<file path="config.mk">
export PLATFORM = sky130hd
export DESIGN_NAME = serial_subtractor_flat
export DESIGN_NICKNAME = d
export VERILOG_FILES = /design/src/rtl/serial_subtractor_if.sv /design/src/rtl/serial_subtractor.sv /design/src/flat_wrapper.sv
export SDC_FILE = /design/constraint.sdc
export NUM_CORES = 1
export LEC_CHECK = 0
export CAP_MARGIN = 0
export CORE_MARGIN = 1
export CORE_UTILIZATION = 30
export CTS_CLUSTER_DIAMETER = 80
export CTS_CLUSTER_SIZE = 16
export DETAILED_ROUTE_END_ITERATION = 8
export SKIP_LAST_GASP = 1
export SLEW_MARGIN = 20
export SYNTH_ARGS = -nofsm -noshare
export SYNTH_HDL_FRONTEND = slang
export SYNTH_SLANG_ARGS = --single-unit
</file>
<file path="constraint.sdc">
create_clock -name clk -period 1.95 [get_ports clk]
set_input_delay 0.195 -clock clk [delete_from_list [all_inputs] [get_ports clk]]
set_output_delay 0.195 -clock clk [all_outputs]
set_load 0.005 [all_outputs]
</file>
<file path="src/rtl/serial_subtractor_if.sv">
// rtl/serial_subtractor_if.sv - request/result bundle for the bit-serial subtractor
//
// Ports (per modport):
//   master : drives start, a, b; observes busy, done, diff, borrow_out, overflow
//   slave  : observes start, a, b; drives busy, done, diff, borrow_out, overflow
//   start      - request a subtraction (only honoured while idle)
//   a, b       - minuend / subtrahend, captured when start is accepted
//   busy       - operation in progress
//   done       - one-cycle pulse, new results valid
//   diff       - a - b modulo 2^WIDTH
//   borrow_out - unsigned borrow (a < b)
//   overflow   - signed two's-complement overflow of a - b

interface serial_subtractor_if #(
  parameter int WIDTH = 32
);
  logic             start;
  logic [WIDTH-1:0] a;
  logic [WIDTH-1:0] b;
  logic             busy;
  logic             done;
  logic [WIDTH-1:0] diff;
  logic             borrow_out;
  logic             overflow;

  modport master (
    output start, a, b,
    input  busy, done, diff, borrow_out, overflow
  );

  modport slave (
    input  start, a, b,
    output busy, done, diff, borrow_out, overflow
  );
endinterface

</file>
<file path="src/rtl/serial_subtractor.sv">
// rtl/serial_subtractor.sv - bit-serial a - b, one bit per clock, LSB first
//
// Ports:
//   clk - clock, all state changes on the rising edge
//   rst - synchronous active-high reset, wins over start
//   bus - serial_subtractor_if.slave (start/a/b in, busy/done/diff/flags out)
//
// Subtraction is done as a + ~b + 1: the carry register is seeded with 1 and
// every cycle one full-adder step consumes a_k and ~b_k. The result is
// assembled MSB-first into a shift register so that after WIDTH steps bit k
// sits at position k. Results are committed on the last step together with
// the done pulse, so latency from the accepting edge to done is WIDTH cycles.

module serial_subtractor #(
  parameter int WIDTH = 32
) (
  input logic             clk,
  input logic             rst,
  serial_subtractor_if.slave bus
);

  localparam int              CW   = $clog2(WIDTH);
  localparam logic [CW-1:0]   LAST = CW'(WIDTH - 1);

  typedef enum logic {
    IDLE = 1'b0,
    RUN  = 1'b1
  } state_t;

  state_t             state;
  logic [CW-1:0]      cnt;
  logic               carry;
  logic [WIDTH-1:0]   a_sh;
  logic [WIDTH-1:0]   b_sh;
  // Upper WIDTH-1 bits of the partial result; the newest sum bit is kept
  // only in res_next until it is shifted in.
  logic [WIDTH-2:0]   res_part;
  // Sign bits of the captured operands, needed at commit after the shift
  // registers have been drained.
  logic               a_msb;
  logic               b_msb;

  logic               nb_bit;
  logic               sum_bit;
  logic               carry_next;
  logic [WIDTH-1:0]   res_next;

  always_comb begin
    nb_bit     = ~b_sh[0];
    sum_bit    = a_sh[0] ^ nb_bit ^ carry;
    carry_next = (a_sh[0] & nb_bit) | (a_sh[0] & carry) | (nb_bit & carry);
    res_next   = {sum_bit, res_part};
  end

  always_ff @(posedge clk) begin
    if (rst) begin
      state          <= IDLE;
      cnt            <= '0;
      carry          <= 1'b0;
      a_sh           <= '0;
      b_sh           <= '0;
      res_part       <= '0;
      a_msb          <= 1'b0;
      b_msb          <= 1'b0;
      bus.busy       <= 1'b0;
      bus.done       <= 1'b0;
      bus.diff       <= '0;
      bus.borrow_out <= 1'b0;
      bus.overflow   <= 1'b0;
    end else begin
      bus.done <= 1'b0;
      case (state)
        IDLE: begin
          if (bus.start) begin
            a_sh     <= bus.a;
            b_sh     <= bus.b;
            a_msb    <= bus.a[WIDTH-1];
            b_msb    <= bus.b[WIDTH-1];
            carry    <= 1'b1;
            cnt      <= '0;
            bus.busy <= 1'b1;
            state    <= RUN;
          end
        end

        RUN: begin
          a_sh     <= a_sh >> 1;
          b_sh     <= b_sh >> 1;
          res_part <= res_next[WIDTH-1:1];
          carry    <= carry_next;
          cnt      <= cnt + CW'(1);
          if (cnt == LAST) begin
            // Last bit: commit the assembled word and flags this edge.
            // A final carry of 0 means the unsigned subtraction borrowed.
            bus.diff       <= res_next;
            bus.borrow_out <= ~carry_next;
            bus.overflow   <= (a_msb ^ b_msb) & (res_next[WIDTH-1] ^ a_msb);
            bus.done       <= 1'b1;
            bus.busy       <= 1'b0;
            cnt            <= '0;
            state          <= IDLE;
          end
        end

        default: state <= IDLE;
      endcase
    end
  end

endmodule
</file>
<file path="src/flat_wrapper.sv">
// flat-port wrapper written by rule: the top's interface ports become plain ports
module serial_subtractor_flat 
#(
  parameter int WIDTH = 32
)
  (clk, rst, bus_start, bus_a, bus_b, bus_busy, bus_done, bus_diff, bus_borrow_out, bus_overflow);
  serial_subtractor_if #(.WIDTH(WIDTH)) bus_i ();
  input logic clk;
  input logic rst;
  input wire logic [$bits(bus_i.start)-1:0] bus_start;
  input wire logic [$bits(bus_i.a)-1:0] bus_a;
  input wire logic [$bits(bus_i.b)-1:0] bus_b;
  output wire logic [$bits(bus_i.busy)-1:0] bus_busy;
  output wire logic [$bits(bus_i.done)-1:0] bus_done;
  output wire logic [$bits(bus_i.diff)-1:0] bus_diff;
  output wire logic [$bits(bus_i.borrow_out)-1:0] bus_borrow_out;
  output wire logic [$bits(bus_i.overflow)-1:0] bus_overflow;
  assign bus_i.start = bus_start;
  assign bus_i.a = bus_a;
  assign bus_i.b = bus_b;
  assign bus_busy = bus_i.busy;
  assign bus_done = bus_i.done;
  assign bus_diff = bus_i.diff;
  assign bus_borrow_out = bus_i.borrow_out;
  assign bus_overflow = bus_i.overflow;
  serial_subtractor #(.WIDTH(WIDTH)) u_core (.clk(clk), .rst(rst), .bus(bus_i));
endmodule
</file>
==> qor.txt, run 1 <==
DRT
----------------------------------------------------------------------------------------
Vias per Instance                                                                   4.35
Initial DRT Pass Iterations                                                            4
Total wire length                                                               11500 um
Antenna Violating Nets Remaining                                                       0
Detailed-route via count                                                            3867
Routed len/inst                                                                  13.0 um
Detailed-route DRC error count                                                         0
DRC marker count from the first detailed-route iteration                              90

GLOBAL ROUTING
----------------------------------------------------------------------------------------
Vias in the first global route                                                      3788
Global route overflow                                                                  0
Largest net degree at the start of global routing                                     34
Number of antenna violations at the first check in global routing                      0
Global-route wire length before repair                                          18800 um
GRT Util Overall                                                                   11.9%

WORST SETUP PATH
----------------------------------------------------------------------------------------
Largest fanout on the critical path                                                   33
Slowest-stage cell, CP                                                           dfxtp_1
Worst Path Buf+Inv                                                                     1
Critical path start-end classification                                           reg2reg
Setup crit end kind                                                            flip-flop
Most frequent cell on the critical path                                             ha_1
Data required time of the critical path                                          2.25 ns
FF-to-FF setup slack                                                             0.26 ns
Category of cells accounting for the largest share of critical-path delay    adder cells
Biggest cell delay along the critical path                                       0.33 ns
WP data arrival                                                                  1.98 ns
Worst flop-to-flop path startpoint                                          u_core.cnt[0]$_SDFFE_PP0P_
Startpoint types                                                               flip-flop
Cell breakdown of the critical path                                         ha_1, and3_1, ha_1, and3b_1, buf_12, a22o_1
Worst-case reg-to-reg path depth                                                       6
Worst flop-to-flop path endpoint                                            u_core.bus.diff[8]$_SDFFE_PP0P_

PLACED DESIGN
----------------------------------------------------------------------------------------
Setup slack after placement                                                     0.272 ns
Post-DP HPWL                                                                     8040 um
GP Congestion                                                                      0.708
Count of buffers inserted at the top-level ports                                     102
Total cell area at the placement stage                                       0.00719 mm2
Cell count after placement                                                           857

FINAL LAYOUT
----------------------------------------------------------------------------------------
Total non-filler cell area in the finished layout                            0.00783 mm2
Non-filler instance count after layout                                               889
Layout-stage area growth over the synthesis result                                 30.0%
Number of antenna cells inserted                                                       0
Leading cell type in the layout, fill and taps excluded                          dfxtp_1
Most frequent cells in the layout                                           139 x dfxtp_1, 102 x nor2_1, 100 x clkdlybuf4s50_1, 97 x mux2i_1, 61 x mux2_4
Fraction of layout instances using a drive strength above 1                        18.1%
Nets@finish                                                                          682

SYNTH
----------------------------------------------------------------------------------------
Post-synthesis async set-or-reset flop share                                          0%
Unique cell type count in the Yosys netlist                                           32
Number of flops mapped to enable cells by yosys                                        0
Most frequently used flop master after synthesis                                 dfxtp_1
Net count of the mapped netlist                                                      585
Netlist Area Pre-Place                                                       0.00602 mm2
Cell count after synthesis                                                           514
Sequential-to-total area share from yosys stat                                     46.6%
Average size of a mapped cell                                                   11.7 um2
Yosys Warn Count                                                                       0
Number of flip-flops and latches in the synthesized netlist                          140

CTS
----------------------------------------------------------------------------------------
Number of gates resized after CTS                                                      0
TritonCTS clock tree                                                                done
Worst-path clk slew                                                              0.06 ns
Hold Buf Count CTS                                                                     0
Clock Sinks                                                                          140
Total clock buffers created by CTS                                                    17
Max H-tree Level                                                                       4
Master cell of the clock root buffer                                           clkbuf_16
Post-CTS Repair Setup Buffers                                                          0
Worst-case clock buffer depth                                                          2
Clock latency on the worst-skew pair                                             0.41 ns

TIMING
----------------------------------------------------------------------------------------
RSZ-0062 raised after global routing                                               false
Final setup violation count                                                            0
Transition time at the pin with the least slew margin                           0.565 ns
Relative slew margins                                                              62.3%
Setup ws final                                                                  0.262 ns
Final clock period utilization by the worst path                                   86.5%
F_max                                                                            593 MHz
Final clock skew                                                              0.00618 ns
TNS Setup                                                                           0 ns
Final hold violations                                                                  0
Final critical-path required period                                              1.69 ns
Number of pins exceeding their max-slew limit in the final report                      0

DIE
----------------------------------------------------------------------------------------
Starting density of the core                                                       30.7%
Horizontal die dimension                                                          144 um
Die Outline Area                                                              0.0206 mm2
Overall die height                                                                144 um
I/O pin count                                                                        103
Row cnt                                                                               51
Core Area                                                                     0.0196 mm2

POWER AND IR DROP
----------------------------------------------------------------------------------------
Overall power                                                                  0.00719 W
Power density relative to cell area                                           918 mW/mm2
Leak pwr                                                                         3.24 nW
Maximum vdd drop                                                              0.000561 V

WORST HOLD PATH
----------------------------------------------------------------------------------------
Destination of the worst hold path                                          u_core.res_part[29]$_SDFFE_PP0P_
Hold Crit Start                                                                      rst
Min-Delay Path Depth                                                                   2
Class of the tightest hold or removal check                                       in2reg

RUN STATUS
----------------------------------------------------------------------------------------
Outcome                                                                        completed

RUN
----------------------------------------------------------------------------------------
Number of maximum-capacitance constraint violations                                    0

## cell families (layout without fill, tap and decap cells)
kind of cell	count (synthesis)	in the layout	synth area share (%)
flip-flops	140	140	46.6
XOR/XNOR	1	1	0.146
AND/OR/NAND/NOR	125	125	8.86
buffers and inverters	42	152	6.09
multiplexers	159	159	31.5
adder cells (fa/ha/maj)	4	4	0.956
AO/OA/AOI/OAI	43	43	5.84
## cell type report
cell class | count | area, um2
Tap cell | 265 | 332
Fill cell | 1874 | 11800
Timing Repair Buffer | 118 | 1200
Clock inverter | 12 | 186
Clock buffer | 20 | 447
Sequential cell | 140 | 2810
Inverter | 2 | 7.51
Multi-Input combinational cell | 332 | 2850
## flip-flops by register name, summed over array words and instances (netlist names)
register,count
u_core.bus.borrow_out,1
u_core.res_part,31
u_core.bus.overflow,1
u_core.b_msb,1
u_core.a_sh,32
u_core.state,1
u_core.b_sh,32
u_core.bus.diff,32
u_core.bus.done,1
u_core.bus.busy,1
u_core.carry,1
u_core.a_msb,1
u_core.cnt,5
## where the power goes
group / leakage (nW) / switching, W / total (W) / internal, W
clock network: 0.303 / 0.00125 / 0.00344 / 0.00219
registers: 1.14 / 0.0000790 / 0.00304 / 0.00296
logic: 1.80 / 0.000264 / 0.000708 / 0.000443
total: 3.24 / 0.00159 / 0.00719 / 0.00560
## per-stage QoR
step / hold WS (ns) / utilization, %
after global routing: 0.154 / 40.0
after global placement: 0.458 / 36.7
after CTS: 0.146 / 40.0
final: 0.162 / 40.0
after detailed placement: 0.453 / 36.7
after floorplan: 0.342 / -
## cells in the mapped netlist (2+ instances only)
library cell | instances | share of area [%]
a21oi_1 | 6 | 0.50
a22o_1 | 32 | 4.7
and3b_1 | 2 | 0.29
buf_12 | 6 | 2.0
buf_2 | 11 | 0.91
buf_4 | 10 | 1.2
buf_6 | 8 | 1.5
clkbuf_1 | 5 | 0.31
dfxtp_1 | 140 | 47
ha_1 | 3 | 0.62
mux2_4 | 61 | 15
mux2i_1 | 97 | 16
nand2_1 | 3 | 0.19
nor2_1 | 102 | 6.4
nor2b_1 | 3 | 0.31
nor3_1 | 4 | 0.33
nor3b_1 | 5 | 0.62
o21ai_1 | 2 | 0.17
## worst max-delay path by stage
stage | from | end | cells past startpoint
after floorplan | u_core.cnt[0]$_SDFFE_PP0P_ | u_core.bus.diff[10]$_SDFFE_PP0P_ | 7
after global placement | u_core.cnt[0]$_SDFFE_PP0P_ | u_core.bus.diff[7]$_SDFFE_PP0P_ | 6
after detailed placement | u_core.cnt[0]$_SDFFE_PP0P_ | u_core.bus.diff[8]$_SDFFE_PP0P_ | 6
after CTS | u_core.cnt[0]$_SDFFE_PP0P_ | u_core.bus.diff[8]$_SDFFE_PP0P_ | 6
after global routing | u_core.cnt[0]$_SDFFE_PP0P_ | u_core.bus.diff[8]$_SDFFE_PP0P_ | 6
final | u_core.cnt[0]$_SDFFE_PP0P_ | u_core.bus.diff[8]$_SDFFE_PP0P_ | 6
## per-layer routing
metal | wire (um) | global-route usage (%) | part of all wire [%] | up-vias
li1 | - | - | - | 1977
met1 | 5490 | 14.7 | 48 | 1779
met2 | 5260 | 18.7 | 46 | 92
met3 | 488 | 3.40 | 4.2 | 19
met4 | 280 | 6.22 | 2.4 | 0
met5 | 0 | 0 | 0 | -
Power figures use the tool's default switching activity.
==> run 2: changes to the inputs <==
--- a/config.mk
+++ b/config.mk
@@ -11,6 +11,7 @@
 export CTS_CLUSTER_DIAMETER = 80
 export CTS_CLUSTER_SIZE = 16
 export DETAILED_ROUTE_END_ITERATION = 8
+export RECOVER_POWER = 100
 export SKIP_LAST_GASP = 1
 export SLEW_MARGIN = 20
 export SYNTH_ARGS = -nofsm -noshare
==> constraint.sdc (replaced) <==
create_clock -name clk -period 2 [get_ports clk]
set_input_delay 0.2 -clock clk [delete_from_list [all_inputs] [get_ports clk]]
set_output_delay 0.2 -clock clk [all_outputs]
set_load 0.005 [all_outputs]
==> qor.txt, run 2 (same netlist as run 1, synthesis figures left out) <==
CTS
--------------------------------------------------------------------------------
Worst-path clk slew                                                      0.06 ns
Hold Buf Count CTS                                                             0
Clock Sinks                                                                  140
Post-CTS Repair Setup Buffers                                                  0
TritonCTS clock tree                                                        done
Master cell of the clock root buffer                                   clkbuf_16
Max H-tree Level                                                               4
Total clock buffers created by CTS                                            17
Clock latency on the worst-skew pair                                     0.41 ns
Worst-case clock buffer depth                                                  2
Number of gates resized after CTS                                              0

TIMING
--------------------------------------------------------------------------------
Setup ws final                                                          0.207 ns
Number of pins exceeding their max-slew limit in the final report              0
Final clock period utilization by the worst path                           89.7%
F_max                                                                    558 MHz
Final critical-path required period                                      1.79 ns
Final clock skew                                                      0.00745 ns
Transition time at the pin with the least slew margin                   0.586 ns
TNS Setup                                                                   0 ns
Final hold violations                                                          0
Final setup violation count                                                    0
Relative slew margins                                                      60.9%
RSZ-0062 raised after global routing                                       false

RUN STATUS
--------------------------------------------------------------------------------
Outcome                                                                completed

POWER AND IR DROP
--------------------------------------------------------------------------------
Maximum vdd drop                                                      0.000550 V
Leak pwr                                                                 3.32 nW
Power density relative to cell area                                   877 mW/mm2

DRT
--------------------------------------------------------------------------------
Vias per Instance                                                           4.40
Detailed-route DRC error count                                                 0
Detailed-route via count                                                    3895
Initial DRT Pass Iterations                                                    4
Routed len/inst                                                          13.0 um
Antenna Violating Nets Remaining                                               0
Total wire length                                                       11500 um
DRC marker count from the first detailed-route iteration                      94

DIE
--------------------------------------------------------------------------------
I/O pin count                                                                103
Overall die height                                                        144 um
Core Area                                                             0.0196 mm2
Die Outline Area                                                      0.0206 mm2
Starting density of the core                                               30.7%
Row cnt                                                                       51
Horizontal die dimension                                                  144 um

GLOBAL ROUTING
--------------------------------------------------------------------------------
Met1 track demand over resource in global routing                          14.7%
Fraction of met3 tracks used by global routing                             3.23%
Global-route wire length before repair                                  18700 um
GRT Util Overall                                                           11.8%
Vias in the first global route                                              3728
Number of antenna violations at the first check in global routing              0
Global route hottest layer                                                  met2
Global route overflow                                                          0
GRT met2 Usage                                                             18.5%
Largest net degree at the start of global routing                             54

FINAL LAYOUT
--------------------------------------------------------------------------------
Number of antenna cells inserted                                               0
Registers with the most flip-flops                                  u_core.a_sh: 32 flops, u_core.b_sh: 32 flops, u_core.bus.diff: 32 flops
Leading cell type in the layout, fill and taps excluded                  dfxtp_1
Non-filler instance count after layout                                       886
Most frequent cells in the layout                                   139 x dfxtp_1, 102 x nor2_1, 97 x mux2i_1, 64 x clkdlybuf4s50_1, 61 x mux2_4
Nets@finish                                                                  679
Fraction of layout instances using a drive strength above 1                17.9%
Layout-stage area growth over the synthesis result                         28.4%
Final core utilization                                                     39.4%

WORST SETUP PATH
--------------------------------------------------------------------------------
Worst-case reg-to-reg path depth                                               6
Setup crit end kind                                                    flip-flop
Critical path start-end classification                                   reg2reg
WP data arrival                                                          2.15 ns
Worst flop-to-flop path startpoint                                  u_core.cnt[0]$_SDFFE_PP0P_
Startpoint types                                                       flip-flop
Startpoint of the worst setup timing path                           u_core.cnt[0]$_SDFFE_PP0P_
Largest fanout on the critical path                                           35
Data required time of the critical path                                  2.35 ns

RUN
--------------------------------------------------------------------------------
Number of maximum-capacitance constraint violations                            0

WORST HOLD PATH
--------------------------------------------------------------------------------
Class of the tightest hold or removal check                               in2reg
Hold Crit Start                                                              rst
Min-Delay Path Depth                                                           2

PLACED DESIGN
--------------------------------------------------------------------------------
GP Congestion                                                              0.732
Count of buffers inserted at the top-level ports                             102
Setup slack after placement                                             0.274 ns
Cell count after placement                                                   854
Post-DP HPWL                                                             7880 um

run 2: cell types whose count changed in the layout (fill, tap and decap cells not counted), sizes merged:
| cell | delta |
|---|---|
| inv | +2 |
| buf | -4 |
| clkinv | +2 |
| bufinv | -2 |
| clkdlybuf4s50 | -36 |
| clkbuf | -1 |
| dlygate4sd3 | +36 |
run 2: cell type report:
class                      instances  area, um2
clock buffer                      18        429
fill                            1855      11900
inverter                           2       7.51
clock inverter                    14        164
sequential                       140       2810
multi-input combinational        332       2850
timing repair buffer             115       1140
tap                              265        332
run 2: worst max-delay path, stage by stage, from the launching register on:
cell,delay (ns)
dfxtp_1,0.33
ha_1,0.22
and3_1,0.20
ha_1,0.24
a21oi_4,0.14
clkbuf_4,0.38
a22o_1,0.20
run 2: routing by layer:
| layer | vias to the layer above | routed length [um] | part of all wire (%) |
|---|---|---|---|
| li1 | 1989 | - | - |
| met1 | 1792 | 5580 | 49 |
| met2 | 97 | 5160 | 45 |
| met3 | 17 | 462 | 4.0 |
| met4 | 0 | 291 | 2.5 |
| met5 | - | 0 | 0 |
run 2: power breakdown:
group | total (W) | switching (W) | internal [W]
combinational | 0.000677 | 0.000255 | 0.000422
clock | 0.00314 | 0.00127 | 0.00187
sequential | 0.00297 | 0.0000785 | 0.00289
total | 0.00678 | 0.00160 | 0.00518
run 2: per-stage QoR:
stage          hold WS, ns  total power (W)  cell area (um2)
2_1_floorplan        0.347          0.00352             6020
3_3_place_gp         0.459          0.00369             7150
3_5_place_dp         0.466          0.00371             7150
4_1_cts             0.0218          0.00690             7740
5_1_grt             0.0346          0.00708             7730
6_report            0.0482          0.00678             7730
run 2: path summary, 6_finish.rpt:
kind / to / slack (ns)
worst max-delay path: u_core.bus.diff[4]$_SDFFE_PP0P_ / 0.21
worst min-delay path: u_core.cnt[0]$_SDFFE_PP0P_ / 0.05
worst max register to register: u_core.bus.diff[4]$_SDFFE_PP0P_ / 0.21
worst min register to register: u_core.bus.diff[14]$_SDFFE_PP0P_ / 0.47
